`src/rtl/hash_search_ctrl_pkg.sv`:
```
`default_nettype none
`timescale 1ns/1ps
// ============================================================================
// Module      : hash_search_ctrl_pkg
// Description : Shared widths, reset values, state encodings and the hash
//               validation rule for the micro-ucr-hash search sequencer.
// Revision    : 1.0 - initial release
// ============================================================================
package hash_search_ctrl_pkg;

    localparam int NONCE_W       = 32;
    localparam int HASH_W        = 24;
    localparam int DEF_PAYLOAD_W = 96;

    localparam logic [HASH_W-1:0] HASH_RESET = 24'hffffff;

    localparam logic [1:0] ST_IDLE  = 2'd0;
    localparam logic [1:0] ST_RUN   = 2'd1;
    localparam logic [1:0] ST_DRAIN = 2'd2;
    localparam logic [1:0] ST_DONE  = 2'd3;

    // A hash is a hit when both upper bytes are strictly below the target.
    // A zero target can therefore never hit.
    function automatic logic hash_hit(input logic [HASH_W-1:0] hash,
                                      input logic [7:0]        target);
        return (hash[23:16] < target) && (hash[15:8] < target);
    endfunction

endpackage
`default_nettype wire

```
`src/rtl/hash_search_ctrl_tag_pipe.sv`:
```
`default_nettype none
`timescale 1ns/1ps
// ============================================================================
// Module      : nonce_tag_pipe
// Description : DEPTH-stage shift of {valid, nonce} that follows each bloque
//               through the hash core so the returning hash can be matched
//               to the nonce that produced it.
// Revision    : 1.0 - initial release
// ============================================================================
module nonce_tag_pipe
    import hash_search_ctrl_pkg::*;
#(
    parameter int DEPTH = 1
) (
    input  logic               clk,
    input  logic               reset,
    input  logic               flush,
    input  logic               in_valid,
    input  logic [NONCE_W-1:0] in_nonce,
    output logic               out_valid,
    output logic [NONCE_W-1:0] out_nonce
);

    logic [DEPTH-1:0]   valid_q;
    logic [NONCE_W-1:0] nonce_q [DEPTH];

    // Valid bits shift one stage per cycle; flush discards everything in flight
    always_ff @(posedge clk) begin
        if (reset || flush) begin
            valid_q <= '0;
        end else begin
            valid_q[0] <= in_valid;
            for (int i = 1; i < DEPTH; i++) begin
                valid_q[i] <= valid_q[i-1];
            end
        end
    end

    // Nonces ride alongside the valid bits; only meaningful where valid is set
    always_ff @(posedge clk) begin
        nonce_q[0] <= in_nonce;
        for (int i = 1; i < DEPTH; i++) begin
            nonce_q[i] <= nonce_q[i-1];
        end
    end

    assign out_valid = valid_q[DEPTH-1];
    assign out_nonce = nonce_q[DEPTH-1];

endmodule
`default_nettype wire

```
`src/rtl/hash_search_ctrl.sv`:
```
`default_nettype none
`timescale 1ns/1ps
// ============================================================================
// Module      : hash_search_ctrl
// Description : Nonce-range sequencer for the micro-ucr-hash core. Issues one
//               {payload, nonce} bloque per cycle, validates returned hashes,
//               stops on first hit or range end and holds the result until ack.
// Revision    : 1.0 - initial release
// ============================================================================
module hash_search_ctrl
    import hash_search_ctrl_pkg::*;
#(
    parameter int HASH_LATENCY = 1,
    parameter int PAYLOAD_W    = DEF_PAYLOAD_W
) (
    input  logic                         clk,
    input  logic                         reset,
    input  logic                         start,
    input  logic                         abort,
    input  logic                         ack,
    input  logic [PAYLOAD_W-1:0]         payload_in,
    input  logic [7:0]                   target_in,
    input  logic [NONCE_W-1:0]           nonce_start,
    input  logic [NONCE_W-1:0]           nonce_limit,
    output logic                         core_active,
    output logic [PAYLOAD_W+NONCE_W-1:0] core_bloque,
    input  logic [HASH_W-1:0]            core_hash,
    output logic                         busy,
    output logic                         done,
    output logic                         found,
    output logic [NONCE_W-1:0]           nonce_out,
    output logic [HASH_W-1:0]            hash_out,
    output logic [31:0]                  attempts
);

    logic [1:0]           state;
    logic [PAYLOAD_W-1:0] payload_q;
    logic [7:0]           target_q;
    logic [NONCE_W-1:0]   limit_q;
    logic [NONCE_W-1:0]   issue_nonce;   // nonce currently on core_bloque
    logic                 issue_valid;   // core_bloque carries a live nonce

    logic                 exit_valid;
    logic [NONCE_W-1:0]   exit_nonce;

    logic accept;
    logic in_flight;
    logic hit;
    logic last_exit;
    logic flush;

    assign accept    = (state == ST_IDLE) && start && !abort;
    assign in_flight = (state == ST_RUN) || (state == ST_DRAIN);
    assign hit       = in_flight && exit_valid && hash_hit(core_hash, target_q);
    // Range end is detected by equality, so the final tag is unique even when
    // the range wraps through 32'hffffffff or spans all 2^32 nonces.
    assign last_exit = in_flight && exit_valid && (exit_nonce == limit_q);
    assign flush     = abort || hit;

    assign core_bloque = {payload_q, issue_nonce};
    assign core_active = in_flight;
    assign busy        = in_flight;
    assign done        = (state == ST_DONE);

    nonce_tag_pipe #(
        .DEPTH     (HASH_LATENCY)
    ) u_tag_pipe (
        .clk       (clk),
        .reset     (reset),
        .flush     (flush),
        .in_valid  (issue_valid),
        .in_nonce  (issue_nonce),
        .out_valid (exit_valid),
        .out_nonce (exit_nonce)
    );

    // Search FSM, input latches, nonce issue and result capture
    always_ff @(posedge clk) begin
        if (reset) begin
            state       <= ST_IDLE;
            payload_q   <= '0;
            target_q    <= '0;
            limit_q     <= '0;
            issue_nonce <= '0;
            issue_valid <= 1'b0;
            found       <= 1'b0;
            nonce_out   <= '0;
            hash_out    <= HASH_RESET;
        end else if (abort) begin
            if (state != ST_IDLE) begin
                state       <= ST_IDLE;
                issue_valid <= 1'b0;
                found       <= 1'b0;
            end
        end else begin
            case (state)
                ST_IDLE: begin
                    if (start) begin
                        state       <= ST_RUN;
                        payload_q   <= payload_in;
                        target_q    <= target_in;
                        limit_q     <= nonce_limit;
                        issue_nonce <= nonce_start;
                        issue_valid <= 1'b1;
                        found       <= 1'b0;
                        nonce_out   <= '0;
                        hash_out    <= HASH_RESET;
                    end
                end
                ST_RUN: begin
                    if (hit) begin
                        // A hit outranks range end issued on the same cycle
                        state       <= ST_DONE;
                        issue_valid <= 1'b0;
                        found       <= 1'b1;
                        nonce_out   <= exit_nonce;
                        hash_out    <= core_hash;
                    end else if (issue_nonce == limit_q) begin
                        state       <= ST_DRAIN;
                        issue_valid <= 1'b0;
                    end else begin
                        issue_nonce <= issue_nonce + 32'd1;
                    end
                end
                ST_DRAIN: begin
                    if (hit) begin
                        state     <= ST_DONE;
                        found     <= 1'b1;
                        nonce_out <= exit_nonce;
                        hash_out  <= core_hash;
                    end else if (last_exit) begin
                        state <= ST_DONE;
                    end
                end
                ST_DONE: begin
                    if (ack) begin
                        state <= ST_IDLE;
                    end
                end
                default: begin
                    state <= ST_IDLE;
                end
            endcase
        end
    end

    // Saturating count of hashes checked; held across abort
    always_ff @(posedge clk) begin
        if (reset) begin
            attempts <= '0;
        end else if (accept) begin
            attempts <= '0;
        end else if (!abort && in_flight && exit_valid && (attempts != 32'hffffffff)) begin
            attempts <= attempts + 32'd1;
        end
    end

endmodule
`default_nettype wire

```
`config.mk`:
```
export PLATFORM = sky130hd
export DESIGN_NAME = hash_search_ctrl
export DESIGN_NICKNAME = d
export VERILOG_FILES = /design/src/rtl/hash_search_ctrl_pkg.sv /design/src/rtl/hash_search_ctrl_tag_pipe.sv /design/src/rtl/hash_search_ctrl.sv
export SDC_FILE = /design/constraint.sdc
export NUM_CORES = 1
export LEC_CHECK = 0
export BUFFER_PORTS_ARGS = -buffer_cell sky130_fd_sc_hd__buf_2
export CORE_MARGIN = 10
export CORE_UTILIZATION = 25
export DETAILED_ROUTE_END_ITERATION = 10
export PLACE_DENSITY = 0.45
export SKIP_LAST_GASP = 1
export SYNTH_ARGS = -nofsm -noshare
export SYNTH_HDL_FRONTEND = slang
export SYNTH_SLANG_ARGS = --single-unit
```
`constraint.sdc`:
```
create_clock -name clk -period 3.5 [get_ports clk]
set_input_delay 0.175 -clock clk [delete_from_list [all_inputs] [get_ports clk]]
set_output_delay 0.175 -clock clk [all_outputs]
set_load 0.05 [all_outputs]
```
Yosys cells after proc, flatten, opt, wreduce, memory -nomap -nowiden
Memories as Yosys holds them, arrays and structs flattened.
Cells that the tools add are included.
- add/sub/neg operators: 2
- $lt $le $gt $ge: 2
- equal/unequal tests: 16
- multiplexer cells: 29
- bitwise logic cells: 1
- reductions and logical operators: 27
- operator list (cell ; number):
    $mux W32 ; 5
    $pmux W32 S2 ; 2
    $add A32 B1 Y32 const B ; 2
    $eq A32 B32 Y1 ; 2
    $mux W24 ; 2
    $pmux W24 S2 ; 1
    $ne A32 B32 Y1 const B ; 1
    $lt A8 B8 Y1 ; 2
    $mux W2 ; 8
    $reduce_and A4 Y1 ; 3
    $reduce_and A5 Y1 ; 2
    $logic_and A1 B1 Y1 ; 9
    $mux W1 ; 8
    $pmux W2 S4 ; 1
    $ne A2 B2 Y1 const B ; 3
    $ne A3 B3 Y1 const B ; 2
    $reduce_bool A2 Y1 ; 3
    $reduce_bool A3 Y1 ; 2
    $eq A2 B2 Y1 const B ; 2
    $ne A2 B1 Y1 const B ; 2
    $ne A4 B3 Y1 const B ; 1
    $ne A4 B4 Y1 const B ; 1
    $pmux W1 S2 ; 2
    $reduce_or A2 Y1 ; 2
    7 further kinds ; 9
- bits in registers: 261
- bits in writable memories: 32
- output and inout bits: 220
- memories kept: 1
- memory list (name ; words ; bits a word ; read ports ; clocked after Yosys merged registers in ; write ports ; RTL line ; source):
    u_tag_pipe.nonce_q ; 1 ; 32 ; 1 ; 0 ; 1 ; hash_search_ctrl_tag_pipe.sv:25 ; logic [NONCE_W-1:0] nonce_q [DEPTH];

Depth between registers and ports, before layout
Gate-level depths: netlist (run 1).
- word-level depth: 8
- gate-level depth with buffers: 11
- mapped depth without buffers: 9

By module
Synthesis (run 1) repeated with hierarchy kept, for this count alone.
- cells, all modules: 1514
- area, all modules: 12410.7 um^2
- modules (own cells, without submodules) (module ; instances ; cells each ; area each (um^2) ; seq. area each (um^2)):
    hash_search_ctrl ; 1 ; 1480 ; 11737.5 ; 5205.0
    nonce_tag_pipe ; 1 ; 34 ; 673.1 ; 660.6

Worst setup path after synthesis (run 1)
No wires, ideal clock.
- kind: register to register
- from: register state[0]
- to: register hash_out[23]
- arrival: 2.706 ns
- path slack: 0.664 ns
- stages on the path, launching flop included: 12
- buffers on the path: 2
- period minus slack after synthesis: 2.836 ns
- cells stage by stage: dfxtp_1 > inv_1 > ha_1 > nand2_1 > or3_1 > a211oi_2 > nand2_2 > a21o_1 > buf_2 > buf_6 > nor3b_1 > o21ai_1
- word-level cells in the longest chain between the ends: 6
- elaborated cells on any way between the ends: 12
- those cells by class: 4 x eq/ne; 1 x mux; 7 x reduce/logical
- RTL lines (item ; RTL line ; source):
    start, declared ; hash_search_ctrl.sv:36 ; logic [1:0] state;
    start signal, assigned ; hash_search_ctrl.sv:80 ; state <= ST_IDLE;
    start signal, assigned ; hash_search_ctrl.sv:91 ; state <= ST_IDLE;
    start signal, assigned ; hash_search_ctrl.sv:99 ; state <= ST_RUN;
    $eq A2 B1 Y1 / $eq A2 B2 Y1 (equally long branches) ; hash_search_ctrl.sv:53 ; assign in_flight = (state == ST_RUN) || (state == ST_DRAIN);
    $logic_or A1 B1 Y1 * ; hash_search_ctrl.sv:53 ;
    via busy ; hash_search_ctrl.sv:28 ; output logic busy,
    $logic_and A1 B1 Y1 * (2 in series) ; hash_search_ctrl.sv:54 ; assign hit = in_flight && exit_valid && hash_hit(core_hash, target_q);
    $ne A2 B1 Y1 (no line) * ; - ;
    $reduce_and A4 Y1 (no line) * ; - ;
    end signal, assigned ; hash_search_ctrl.sv:117 ; hash_out <= core_hash;
    end signal, assigned ; hash_search_ctrl.sv:130 ; hash_out <= core_hash;
    end, declared ; hash_search_ctrl.sv:32 ; output logic [HASH_W-1:0] hash_out,
Mark *: on every way through the listed nets, which the timed path passes. The rest lies on a longest branch.
A chain may end at the register's enable or synchronous reset.

Final worst setup path (run 1)
- from: register state[0]
- to: register nonce_out[17]
- word-level cells in the longest chain between the ends: 6
- elaborated cells on any way between the ends: 12
- those cells by class: 4 x eq/ne; 1 x mux; 7 x reduce/logical
- RTL lines (item ; RTL line ; source):
    $eq A2 B1 Y1 / $eq A2 B2 Y1 (equally long branches) ; hash_search_ctrl.sv:53, hash_search_ctrl.sv:96 ;
    $logic_or A1 B1 Y1 ; hash_search_ctrl.sv:53 ;
    $logic_and A1 B1 Y1 (2 in series) ; hash_search_ctrl.sv:54 ;
    $ne A2 B1 Y1 (no line) ; - ;
    $reduce_and A4 Y1 (no line) ; - ;
    end signal, assigned ; hash_search_ctrl.sv:116 ; nonce_out <= exit_nonce;
    end signal, assigned ; hash_search_ctrl.sv:129 ; nonce_out <= exit_nonce;
    end, declared ; hash_search_ctrl.sv:31 ; output logic [NONCE_W-1:0] nonce_out,
Several ways; a longest one is shown, not always the timed one.

==> results.md, run 1 <==
- Status: finished clean
- CP max stage cell: a21o_2
- Critical path arrival: between 3 and 4 ns
- Final TNS setup: 0 ns
- Initial Util: 25.28%
- Syn_nets: 1732
- Dpl hpwl: between 30000 and 40000 um
- Async SR Flop Fraction: 0%
- TritonCTS buffer count: 38
- Reg clk slew, reported paths: 0.06 ns
- Residual DRC: 0
- Post-route worst setup slack: 0.5390 ns
- Critical path class: flop to flop
- Flops & latches, synth: 293
- Minimum clock period: 2.961 ns
- Vias in the first global route: about 13000
- First-pass GRT wire length: 78160 um
- Dpl cell area: ~0.015 sq mm
- Max FO, Critical Path: 38
- Final worst path period share: between 80% and 90%
- Worst Path Required: slightly below 4 ns
- CTS Hold Buffers Added: 187
- Crit-path cells: inv_1, ha_2, nand2_1, or3_1, a211oi_2, nand2_2, a21o_2, buf_4, nand2_1, a21oi_1
- Latest clock arrival within the worst-skew pair: between 0.5 and 0.6 ns
- WL/cell: 18.72 um
- Critical path's most frequent cell: nand2_1
- Remaining global-route overflow: 0
- CTS Buffer Depth: 3
- Largest net degree at the start of global routing: 102
- Slew at the pin with the worst max-slew slack: roughly 0.95 ns
- Setup violations, final: 0
- CP peak stage delay: 0.52 ns
- Gpl congestion: 0.8243
- Vias/cell: 4.636
- CTS H-Tree Depth: 2
- Worst setup SP type: flop
- Synth unique cells: 56
- CTS tree: yes
- Skew final: a little under 0.02 ns
- Worst VDD drop: ~0.00025 V
- Overall Global Routing Usage: 16.88%
- Via count: 12883
- Final Net Count: 2306
- Row cnt: about 80
- Cells after Synth: between 1500 and 2000
- Design area: 0.01837 sq mm
- Area Growth Syn to Fin: 48.76%
- Synth Cell Area: 0.01235 sq mm
- Synth Flop Type: dfxtp_1
- Drt first-iter violations: 785
- Fin. Hold Viols: 0
- Synth Warn #: 0
- Min-Delay Path Class: input pin to flop
- Total wire length: between 50000 and 60000 um
- Antenna Violating Nets Remaining: 0
- CORE AREA: 0.04885 sq mm
- RSZ-0062 raised after global routing: false
- Drt pass-1 iters: 5
- Port Buffers: 416
- I/O pins: 417
- Leak pwr: roughly 7.5 nW
- Sequential fraction of the synthesis area: 47.50%
- Die Height: about 240 um
- Die area: 0.05868 sq mm
- Slew Viols, Final: 0
- Worst setup EP type: flop
- F_max: between 300 and 400 MHz
- Initial antenna violation count: 2
- Total of max-cap violations: 0
- Clock sink total: 293
- Relative slew margins: 36.10%
- Setup Fix Bufs, Post-CTS: 0
- Setup WS pre-CTS: 0.5707 ns
- Post-CTS Resized: 0
- Power Density: 511.5 mW/mm^2
- Fill count: 5150
- Avg Cell Area, Syn: 8.156 sq um
- Final hold slack: 0.04032 ns
- Fraction of layout cells with a size suffix above 1: between 20% and 30%
- Post-synth EDFFs: 0
- CTS root buffer: clkbuf_16
- Die width: ~240 um
- Total Power: 9.395 mW
==> state kept, by name, summed over array words and instances, names as in the netlist <==
| signal | flops |
|---|---|
| limit_q | 32 |
| attempts | 32 |
| u_tag_pipe.out_valid | 1 |
| u_tag_pipe.nonce_q | 32 |
| issue_nonce | 32 |
| hash_out | 24 |
| payload_q | 96 |
| target_q | 8 |
| nonce_out | 32 |
| found | 1 |
| state | 2 |
| issue_valid | 1 |
==> report_power, final <==
| part | total, mW | internal, mW | switching [mW] |
|---|---|---|---|
| sequential | 3.66 | 3.50 | 0.158 |
| combinational | 1.62 | 0.568 | 1.05 |
| clock | 4.12 | 2.58 | 1.55 |
==> area by class of cell <==
class                           instances  area, sq um  area share, %
Antenna cell                            1        2.502        0.01362
Clock buffer                           54         1111          6.049
Clock inverter                         12        203.9          1.110
Inverter                               23        86.33         0.4700
Multi-Input combinational cell       1093         5976          32.53
Sequential cell                       293         5866          31.93
Tap cell                              664        830.8          4.523
Timing Repair Buffer                  639         4293          23.37
==> final timing paths <==
kind                         from                   endpoint  slack (ns)  depth (start not counted)
setup / recovery         state[0]              nonce_out[17]        0.54                         10
hold / removal    nonce_start[20]            issue_nonce[20]        0.04                          3
setup reg to reg         state[0]              nonce_out[17]        0.54                         10
hold reg to reg   issue_nonce[10]  u_tag_pipe.nonce_q[0][10]        0.42                          0
==> per-stage QoR <==
stage	utilization, %	instances
after detailed placement	31.07	2525
after floorplan	-	1514
after CTS	37.60	2778
final	37.60	2779
after global routing	37.60	2778
after global placement	31.07	2525
==> cell usage after synthesis, types with 5 or more instances <==
library cell	instances	area share, %
nor3b_1	20	1.2
ha_1	21	2.1
nor3b_2	7	0.71
dfxtp_1	293	48
a22oi_1	5	0.30
nor4_1	15	0.76
buf_2	10	0.41
o31ai_1	20	1.2
o211ai_1	21	1.3
nand2_1	356	11
nor2_1	89	2.7
xnor2_1	64	4.5
clkbuf_1	81	2.5
and4_1	5	0.35
or3_1	6	0.30
nand4_1	27	1.4
and3_1	6	0.30
a211oi_1	7	0.43
o21ai_0	46	1.9
inv_1	23	0.70
a21oi_1	193	7.8
buf_4	8	0.49
o32ai_1	5	0.35
nor2b_1	7	0.35
nand3_1	56	2.3
o21ai_1	11	0.45
and2_1	6	0.30
xor2_1	29	2.1
nor3_1	30	1.2
==> layer usage <==
metal | part of all wire, % | GRT usage (%) | vias up
met1 | 44 | 21.28 | 6096
met5 | 0 | 0 | -
li1 | - | - | 6315
met4 | 2.8 | 5.197 | 0
met3 | 5.6 | 3.825 | 83
met2 | 48 | 28.11 | 389
==> cell usage in the layout, fill, tap and decap left out, types with 7 or more instances in the layout <==
cell type and instances:
nor2_1 88, o211ai_1 21, xnor2_1 64, a21oi_1 192, xor2_1 29, inv_1 22, nor3_1 30, buf_2 415
clkbuf_16 38, nand4_1 27, o21ai_1 11, o31ai_1 20, o21ai_0 46, ha_1 20, nand3_1 56, nor4_1 15
buf_4 31, a211oi_1 7, dfxtp_1 293, nor3b_2 7, nor3b_1 20, dlygate4sd3_1 187, clkbuf_8 10, nand2_1 356
nor2b_1 7
==> critical path, delay by kind of cell, from the launching register on <==
| kind | cells | cell delay, ns |
|---|---|---|
| buf+inv | 2 | 0.48 |
| fa+ha+maj | 1 | 0.34 |
| flops | 1 | 0.42 |
| simple gates | 4 | 0.69 |
| compound gates | 3 | 0.88 |
==> logic make-up after synthesis <==
logic type                 synth area share, %
adders and majority gates                2.128
buffers and inverters                    4.306
DFF                                      47.50
xor gates and xnor gates                 6.596
and+or+nand+nor                          23.68
AOI/OAI and AO/OA                        15.54
muxes                                   0.2432
Note: power is estimated with default switching activity, not from simulation.
==> run 2, diff against run 1 <==
clock period = 2.95 ns   (was 3.5 ns; I/O delays follow)
==> results.md, run 2 (synthesis results as in run 1) <==
- Status: finished clean
- Area of the multi-input gates: 0.005981 sq mm
- R2R Path End: hash_out[9]
- Drt first-iter violations: 796
- Drt pass-1 iters: 5
- Slew Viols, Final: 0
- Total Power: 10.76 mW
- Fin. Hold Viols: 0
- CP peak stage delay: between 0.3 and 0.4 ns
- WP buf/inv: 4
- CTS Buffer Depth: 3
- Total of max-cap violations: 0
- Fill count: 5150
- Setup violations, final: 0
- Via count: 12871
- Total wire length: 52700 um
- Die area: 0.05868 sq mm
- Worst path top cell family by delay: simple AND/OR/NAND/NOR gates
- Minimum clock period: 2.771 ns
- RSZ-0062 raised after global routing: true
- CP max stage cell: ha_2
- F_max: 360.9 MHz
- Largest net degree at the start of global routing: 199
- Min-Delay Path Class: input pin to flop
- Worst reg-to-reg setup slack: between 0.15 and 0.2 ns
- Min-Delay Startpoint: nonce_start[12]
- TritonCTS buffer count: 36
- Remaining global-route overflow: 0
- Sequential cell area: approximately 0.0059 sq mm
- Antenna Violating Nets Remaining: 0
- Cells on worst reg2reg path: 12
- Vias in the first global route: 12801
- Worst setup SP type: flop
- Latest clock arrival within the worst-skew pair: about 0.55 ns
- I/O pins: 417
- Row cnt: slightly above 80
- Final Util: 37.66%
- Reg clk slew, reported paths: 0.06 ns
- CORE AREA: 0.04885 sq mm
- Number of flip-flops in the largest register: 96
- Power Density: around 600 mW/mm^2
- Initial Util: 25.28%
- Biggest register: payload_q
- Residual DRC: 0
- Die width: 242.2 um
- Leak pwr: 7.522 nW
- CTS tree: yes
- Crit-path cells: inv_1, ha_2, nand2_1, or3_1, a211oi_2, nand2_2, buf_4, a21oi_4, buf_4, buf_6, nor2_1, o21ai_0
- Clock sink total: 293
- Commonest non-fill, non-tap cells in the layout: 415 x buf_2, 356 x nand2_1, 292 x dfxtp_1, 192 x a21oi_1, 186 x dlygate4sd3_1
- Final worst path period share: 93.92%
- Critical path arrival: 3.25 ns
- Final Net Count: 2318
- Hold Crit Depth: 4
- Critical path's most frequent cell: buf_4
- Relative slew margins: 20.34%
- Slew at the pin with the worst max-slew slack: 1.195 ns
- Hold endpoint: issue_nonce[12]
- Skew final: 0.009560 ns
- Worst VDD drop: 0.0003168 V
- Most common cell after layout, fill and taps aside: buf_2
- R2r startpoint: state[1]
- First-pass GRT wire length: 78860 um
- Area Growth Syn to Fin: 49.00%
- Critical path class: flop to flop
- Vias/cell: 4.612
- Worst setup EP type: flop
- CTS root buffer: clkbuf_16
- Die Height: 242.2 um
- Worst Path Required: 3.43 ns
- Gpl congestion: 0.8387
- WL/cell: between 15 and 20 um
- Fraction of layout cells with a size suffix above 1: ~26%
- CTS H-Tree Depth: 2
- Overall Global Routing Usage: 17.06%
- Port Buffers: 416
- Max FO, Critical Path: 14
- Initial antenna violation count: 3
- Dpl hpwl: 36890 um
run 2: metrics by stage:
stage,setup TNS (ns),hold WS (ns),cell area (sq um),setup slack (ns),cells
after floorplan,0,0.2835,12350,0.1135,1514
after global placement,0,0.3878,15280,0.2037,2534
after detailed placement,0,0.3950,15280,0.1514,2534
after CTS,0,0.01612,18320,0.1248,2784
after global routing,-0.1406,0.08464,18400,-0.02389,2791
final,0,0.04990,18400,0.1793,2791
run 2: worst max-delay path by stage:
stage	from	endpoint	depth (start not counted)
final	state[1]	hash_out[9]	12
after global routing	state[1]	nonce_out[6]	11
after CTS	state[0]	hash_out[1]	10
after detailed placement	state[0]	hash_out[1]	10
after global placement	state[0]	hash_out[1]	10
after floorplan	state[0]	hash_out[23]	11
run 2: worst min-delay path: cells and delay by family:
family / cells / cell delay (ns)
compound gates: 2 / 0.21
buf+inv: 1 / 0.09
simple gates: 1 / 0.12
run 2: power breakdown:
group	internal (mW)	switching (mW)
sequential	4.15	0.179
combinational	0.708	1.27
clock	2.65	1.80
total	7.51	3.25
run 2: routing by layer:
metal	routed length, um	track usage (%)
met5	0	0
met2	25850	29.11
met1	22740	21.07
met3	2867	3.913
met4	1233	4.883
run 2: layout make-up:
cell class,count,area share (%)
well taps,664,4.515
inverters,23,0.4692
clock inverters,6,0.6188
flip-flops and latches,293,31.89
multi-input cells,1093,32.51
diodes,1,0.01360
repair buffers,653,24.21
clock buffers,58,5.780
run 2: timing repair:
action / in CTS / in global routing
gates resized for setup: 0 / 2
hold endpoints to repair: 186 / 0
setup endpoints to repair: 0 / 14
hold buffers: 186 / 0
buffers inserted: 0 / 4
